$ cat src/rtl/bitinfo_read_arbiter_if.sv
// Requester-side channel of the bitinfo ROM read arbiter: one burst request
// (start byte address + word count) and a valid/ready stream of data beats.
interface bitinfo_read_arbiter_if #(
    parameter int LEN_W = 10
);
    logic             req_valid;
    logic             req_ready;
    logic [31:0]      req_addr;
    logic [LEN_W-1:0] req_len;
    logic             rsp_valid;
    logic             rsp_ready;
    logic [31:0]      rsp_data;
    logic             rsp_last;

    modport master (
        output req_valid, req_addr, req_len, rsp_ready,
        input  req_ready, rsp_valid, rsp_data, rsp_last
    );

    modport slave (
        input  req_valid, req_addr, req_len, rsp_ready,
        output req_ready, rsp_valid, rsp_data, rsp_last
    );
endinterface

$ cat src/rtl/bitinfo_read_arbiter.sv
// Round-robin arbiter sharing the single read port of the bitinfo ROM between
// the host bridge and the manager config fetch; streams bursts without a FIFO.
module bitinfo_read_arbiter #(
    parameter int DEPTH = 512,
    parameter int LEN_W = 10
) (
    input  logic                   clk,
    input  logic                   rst,
    bitinfo_read_arbiter_if.slave  host,
    bitinfo_read_arbiter_if.slave  mgr,
    output logic                   mem_en,
    output logic [31:0]            mem_addr,
    input  logic [31:0]            mem_dout
);
    localparam int IDX_W = $clog2(DEPTH);

    localparam logic [0:0] S_IDLE  = 1'b0;
    localparam logic [0:0] S_BURST = 1'b1;

    logic [0:0]       state;
    logic             gnt;
    logic             last_gnt;
    logic [IDX_W-1:0] idx;
    logic [LEN_W-1:0] remaining;
    logic             pending;
    logic             last_pend;

    logic             in_idle;
    logic             in_burst;
    logic             host_win;
    logic             mgr_win;
    logic [IDX_W-1:0] start_idx;
    logic [LEN_W-1:0] start_len;
    logic             rsp_ready_g;
    logic             accept_beat;
    logic             issue;
    logic             burst_done;

    // NOTE: every signal gets a value on every path through always_comb, so no latch is inferred.
    always_comb begin
        in_idle     = (state == S_IDLE);
        in_burst    = (state == S_BURST);
        host_win    = host.req_valid & (!mgr.req_valid | last_gnt);
        mgr_win     = mgr.req_valid & !host_win;
        start_idx   = mgr_win ? mgr.req_addr[IDX_W+1:2] : host.req_addr[IDX_W+1:2];
        start_len   = mgr_win ? mgr.req_len : host.req_len;
        rsp_ready_g = gnt ? mgr.rsp_ready : host.rsp_ready;
        accept_beat = in_burst & pending & rsp_ready_g;
        // A new read may replace the held word only once that word has been taken.
        issue       = in_burst & (remaining != '0) & (!pending | accept_beat);
        burst_done  = in_burst & ((accept_beat & last_pend) | (!pending & (remaining == '0)));
    end

    assign host.req_ready = in_idle & host_win;
    assign mgr.req_ready  = in_idle & mgr_win;

    assign host.rsp_valid = pending & !gnt;
    assign mgr.rsp_valid  = pending & gnt;
    assign host.rsp_last  = pending & !gnt & last_pend;
    assign mgr.rsp_last   = pending & gnt & last_pend;
    assign host.rsp_data  = mem_dout;
    assign mgr.rsp_data   = mem_dout;

    assign mem_en   = issue;
    assign mem_addr = {{(30-IDX_W){1'b0}}, idx, 2'b00};

    logic unused_addr_bits;
    assign unused_addr_bits = &{1'b0, host.req_addr[31:IDX_W+2], host.req_addr[1:0],
                                mgr.req_addr[31:IDX_W+2], mgr.req_addr[1:0]};

    // NOTE: sequential state uses non-blocking assignments so every register samples pre-edge values.
    always_ff @(posedge clk) begin
        if (rst) begin
            state     <= S_IDLE;
            gnt       <= 1'b0;
            last_gnt  <= 1'b1;
            idx       <= '0;
            remaining <= '0;
            pending   <= 1'b0;
            last_pend <= 1'b0;
        end else begin
            case (state)
                S_IDLE: begin
                    if (host_win | mgr_win) begin
                        gnt       <= mgr_win;
                        last_gnt  <= mgr_win;
                        idx       <= start_idx;
                        remaining <= start_len;
                        pending   <= 1'b0;
                        state     <= S_BURST;
                    end
                end
                default: begin
                    if (issue) begin
                        idx       <= idx + IDX_W'(1);
                        remaining <= remaining - LEN_W'(1);
                        pending   <= 1'b1;
                        last_pend <= (remaining == LEN_W'(1));
                    end else if (accept_beat) begin
                        pending <= 1'b0;
                    end
                    if (burst_done) begin
                        state <= S_IDLE;
                    end
                end
            endcase
        end
    end

    mem_addr_legal: assert property (@(posedge clk) disable iff (rst)
        mem_en |-> (mem_addr[1:0] == 2'b00) && (mem_addr[31:IDX_W+2] == '0));

    single_rsp_valid: assert property (@(posedge clk) disable iff (rst)
        !(host.rsp_valid && mgr.rsp_valid));
endmodule
$ cat src/flat_wrapper.sv
// flat-port wrapper written by rule: the top's interface ports become plain ports
module bitinfo_read_arbiter_flat 
#(
    parameter int DEPTH = 512,
    parameter int LEN_W = 10
)
  (clk, rst, mem_en, mem_addr, mem_dout, host_req_valid, host_req_addr, host_req_len, host_rsp_ready, host_req_ready, host_rsp_valid, host_rsp_data, host_rsp_last, mgr_req_valid, mgr_req_addr, mgr_req_len, mgr_rsp_ready, mgr_req_ready, mgr_rsp_valid, mgr_rsp_data, mgr_rsp_last);
  bitinfo_read_arbiter_if #(.LEN_W(LEN_W)) host_i ();
  bitinfo_read_arbiter_if #(.LEN_W(LEN_W)) mgr_i ();
  input  logic clk;
  input  logic rst;
  output logic mem_en;
  output logic [31:0] mem_addr;
  input  logic [31:0] mem_dout;
  input wire logic [$bits(host_i.req_valid)-1:0] host_req_valid;
  input wire logic [$bits(host_i.req_addr)-1:0] host_req_addr;
  input wire logic [$bits(host_i.req_len)-1:0] host_req_len;
  input wire logic [$bits(host_i.rsp_ready)-1:0] host_rsp_ready;
  output wire logic [$bits(host_i.req_ready)-1:0] host_req_ready;
  output wire logic [$bits(host_i.rsp_valid)-1:0] host_rsp_valid;
  output wire logic [$bits(host_i.rsp_data)-1:0] host_rsp_data;
  output wire logic [$bits(host_i.rsp_last)-1:0] host_rsp_last;
  input wire logic [$bits(mgr_i.req_valid)-1:0] mgr_req_valid;
  input wire logic [$bits(mgr_i.req_addr)-1:0] mgr_req_addr;
  input wire logic [$bits(mgr_i.req_len)-1:0] mgr_req_len;
  input wire logic [$bits(mgr_i.rsp_ready)-1:0] mgr_rsp_ready;
  output wire logic [$bits(mgr_i.req_ready)-1:0] mgr_req_ready;
  output wire logic [$bits(mgr_i.rsp_valid)-1:0] mgr_rsp_valid;
  output wire logic [$bits(mgr_i.rsp_data)-1:0] mgr_rsp_data;
  output wire logic [$bits(mgr_i.rsp_last)-1:0] mgr_rsp_last;
  assign host_i.req_valid = host_req_valid;
  assign host_i.req_addr = host_req_addr;
  assign host_i.req_len = host_req_len;
  assign host_i.rsp_ready = host_rsp_ready;
  assign host_req_ready = host_i.req_ready;
  assign host_rsp_valid = host_i.rsp_valid;
  assign host_rsp_data = host_i.rsp_data;
  assign host_rsp_last = host_i.rsp_last;
  assign mgr_i.req_valid = mgr_req_valid;
  assign mgr_i.req_addr = mgr_req_addr;
  assign mgr_i.req_len = mgr_req_len;
  assign mgr_i.rsp_ready = mgr_rsp_ready;
  assign mgr_req_ready = mgr_i.req_ready;
  assign mgr_rsp_valid = mgr_i.rsp_valid;
  assign mgr_rsp_data = mgr_i.rsp_data;
  assign mgr_rsp_last = mgr_i.rsp_last;
  bitinfo_read_arbiter #(.DEPTH(DEPTH), .LEN_W(LEN_W)) u_core (.clk(clk), .rst(rst), .host(host_i), .mgr(mgr_i), .mem_en(mem_en), .mem_addr(mem_addr), .mem_dout(mem_dout));
endmodule
$ cat config.mk
export PLATFORM = sky130hd
export DESIGN_NAME = bitinfo_read_arbiter_flat
export DESIGN_NICKNAME = d
export VERILOG_FILES = /design/src/rtl/bitinfo_read_arbiter_if.sv /design/src/rtl/bitinfo_read_arbiter.sv /design/src/flat_wrapper.sv
export SDC_FILE = /design/constraint.sdc
export NUM_CORES = 1
export LEC_CHECK = 0
export CORE_MARGIN = 2
export CORE_UTILIZATION = 28
export CTS_BUF_LIST = sky130_fd_sc_hd__clkbuf_16
export DETAILED_ROUTE_END_ITERATION = 8
export GPL_ROUTABILITY_DRIVEN = 0
export PLACE_DENSITY = 0.79
export SYNTH_ARGS = -nofsm -noshare
export SYNTH_HDL_FRONTEND = slang
export SYNTH_SLANG_ARGS = --single-unit
$ cat constraint.sdc
create_clock -name clk -period 1.6 [get_ports clk]
set_input_delay 0.4 -clock clk [delete_from_list [all_inputs] [get_ports clk]]
set_output_delay 0.4 -clock clk [all_outputs]
set_load 0.02 [all_outputs]
==> flow_metrics.tcl <==
set metrics [dict create \
    status "finished, violations left" \
    failed_checks "negative setup slack" \
    critPathMaxFanout 2 \
    tns_ns -1.45 \
    setup_violations 15 \
    synthCells 308 \
    fillerInstances 807 \
    grt_overflow 0 \
    p_per_area_mw_per_mm2 804 \
    synth_cell_types 54 \
    multiInputGateArea_sq_mm 0.00152 \
    grt_pass1_wl_mm 11.0 \
    die_area_sq_mm 0.00942 \
    drive_above_1_share_pct 35.9 \
    port_buffers 59 \
    worst_setup_path_start_kind "flip-flop" \
    fin_crit_ns 1.79 \
    fin_skew_ns 0.00737 \
    worstPathRequired_ns 1.20 \
    antenna_left 0 \
    ir_drop_mv 0.379 \
    hold_viol_final 0 \
    yosysTopAreaCell "buf_4" \
    route.met2.wl_mm 3.79 \
    cts_root_buf "clkbuf_16" \
    clockBufferDepth 2 \
    antennaDiodeCount 0 \
    wirelength_mm 7.19 \
    cts_sinks 24 \
    yosysTopAreaCellShare_pct 27.2 \
    drtPass1Iterations 4 \
    ios 225 \
    seq_area_sq_um 485 \
    cap_violations 0 \
    htreeDepth 1 \
    cts_inserted_buffers 3 \
    netlist_top_cells_count "88 x buf_4, 24 x dfxtp_1, 17 x o21ai_0, 14 x nand2_1" \
    worstPathArrival_ns 1.39 \
    cp-end-kind "primary output" \
    ys_warn_count 0 \
    std_cell_rows 33 \
    wl_per_cell_um 16.0 \
    period_share_pct 112 \
    final_net_count 469 \
    hpwlAfterDp_mm 4.81 \
    grt_usage_pct 13.8 \
    vias_per_cell 5.16 \
    p_leak_nw 1.34 \
    clk_pin_slew_ns 0.07 \
    fp.dieW_um 97.1 \
    drv_slew 0 \
    hold_path.class "reg -> reg" \
    synth.cell_area_sq_mm 0.00242 \
    yosysMostFrequentCell "buf_4" \
    ys_seq_area_share_pct 19.8 \
    ys_ff_latch 24 \
    placed_cells_incl_taps 437 \
    vias 2311 \
    rsz0062_at_grt "true" \
    drt-initial-drc-count 138 \
    synth.area.top_cells "buf_4 27%, dfxtp_1 20%, mux2_2 6.0%" \
    fmax_ghz 0.559 \
    wl_met1_mm 2.81 \
    area_growth_pct 36.0 \
    async_flop_share_pct 0 \
    met3WireLength_um 455 \
    synth_edf_count 0 \
    grt_max_degree 44 \
    grt_pass1_vias 2341 \
    drc 0 \
    synth_top_flop_cell "dfxtp_1" \
    initial_core_util_pct 29.2 \
    critPathKind "reg -> out" \
    coreArea_sq_mm 0.00830 \
    synth.avg_cell_area_sq_um 7.87 \
    top_layer_used "met4" \
    instances_no_fill 448 \
    tritoncts "yes" \
    setup_ws_ns -0.190 \
    antenna_found_initial 0 \
    clock_latency_ns 0.26 \
    die_y_um 97.1 \
]
[flip-flops by register name, indices dropped and copies added (netlist names)]
name and count:
u_core.last_gnt 1, u_core.in_burst 1, u_core.gnt 1, u_core.idx 9, u_core.last_pend 1, u_core.pending 1, u_core.remaining 10
[critical path: stages, from the launching register on]
cell	delay, ns
dfxtp_2	0.32
inv_2	0.08
ha_4	0.13
nor3b_4	0.20
nand3_2	0.09
and3_4	0.18
buf_6	0.12
[metrics by stage]
step	total power, mW	util, %	setup WS, ns	cell area (sq um)	hold slack (ns)
floorplan	1.63	-	0.00901	2550	0.444
global placement	1.83	35.0	-0.805	2900	0.468
detailed placement	1.85	35.0	-0.819	2900	0.500
CTS	2.50	37.5	-0.217	3110	0.509
global route	2.80	39.7	-0.264	3300	0.527
finish	2.65	39.7	-0.190	3300	0.503
[cells in the final DEF (no fill, tap or decap), drive strengths merged, types with 2 or more instances in the layout]
master	instances
and3	4
or4	3
clkdlybuf4s15	2
nor2	7
a31o	3
o22ai	2
o31ai	9
clkinv	2
o21ai	17
nand4	3
nor2b	2
a31oi	4
nand2	15
or3	2
buf	57
nand3	11
o2111ai	8
ha	3
o41ai	2
clkbuf	5
nor3	6
a21oi	13
a311oi	2
o21a	3
dlygate4sd2	13
and2	3
nor4	3
o32ai	2
inv	9
nand2b	3
clkdlybuf4s50	39
mux2	13
a211oi	3
conb	23
dfxtp	24
mux2i	8
[where the power goes]
group / internal [mW] / switching, mW / total, mW
combinational: 0.664 / 0.673 / 1.34
clock: 0.335 / 0.225 / 0.560
sequential: 0.681 / 0.0738 / 0.755
[cell families (layout without fill, tap and decap cells)]
family / after synthesis / count (layout) / synth area share, %
other: 1 / 23 / 0.155
buffers and inverters: 114 / 127 / 31.5
muxes: 21 / 21 / 9.34
AOI/OAI and AO/OA: 78 / 78 / 22.4
adders and majority gates: 3 / 3 / 1.55
and+or+nand+nor: 67 / 67 / 15.2
DFF: 24 / 24 / 19.8
[layout make-up]
class,instances,share of cell area (%)
clock inverters,1,0.114
multi-input cells,192,46.0
flip-flops and latches,24,14.7
clock buffers,3,2.28
repair buffers,113,31.8
well taps,105,3.98
inverters,10,1.14
[per-layer routing]
layer | GRT usage (%) | vias up
met2 | 25.4 | 111
met5 | 0 | -
li1 | - | 1076
met1 | 15.5 | 1100
met3 | 3.38 | 24
met4 | 4.44 | 0
[what timing repair did]
action                     CTS  global route
hold endpoints to repair     0             0
gates cloned                 1             0
resized for setup           61            44
pin swaps                   12            20
hold buffers                 0             0
setup endpoints to repair   35            23
buffers inserted             4             5
[worst paths after layout]
check / from / endpoint / slack, ns / cells past startpoint
max: u_core.remaining[1] / mem_en / -0.19 / 6
min: u_core.last_pend / u_core.last_pend / 0.50 / 2
max reg2reg: u_core.remaining[1] / u_core.idx[0] / -0.15 / 8
min reg2reg: u_core.last_pend / u_core.last_pend / 0.50 / 2
Power figures use the tool's default switching activity.
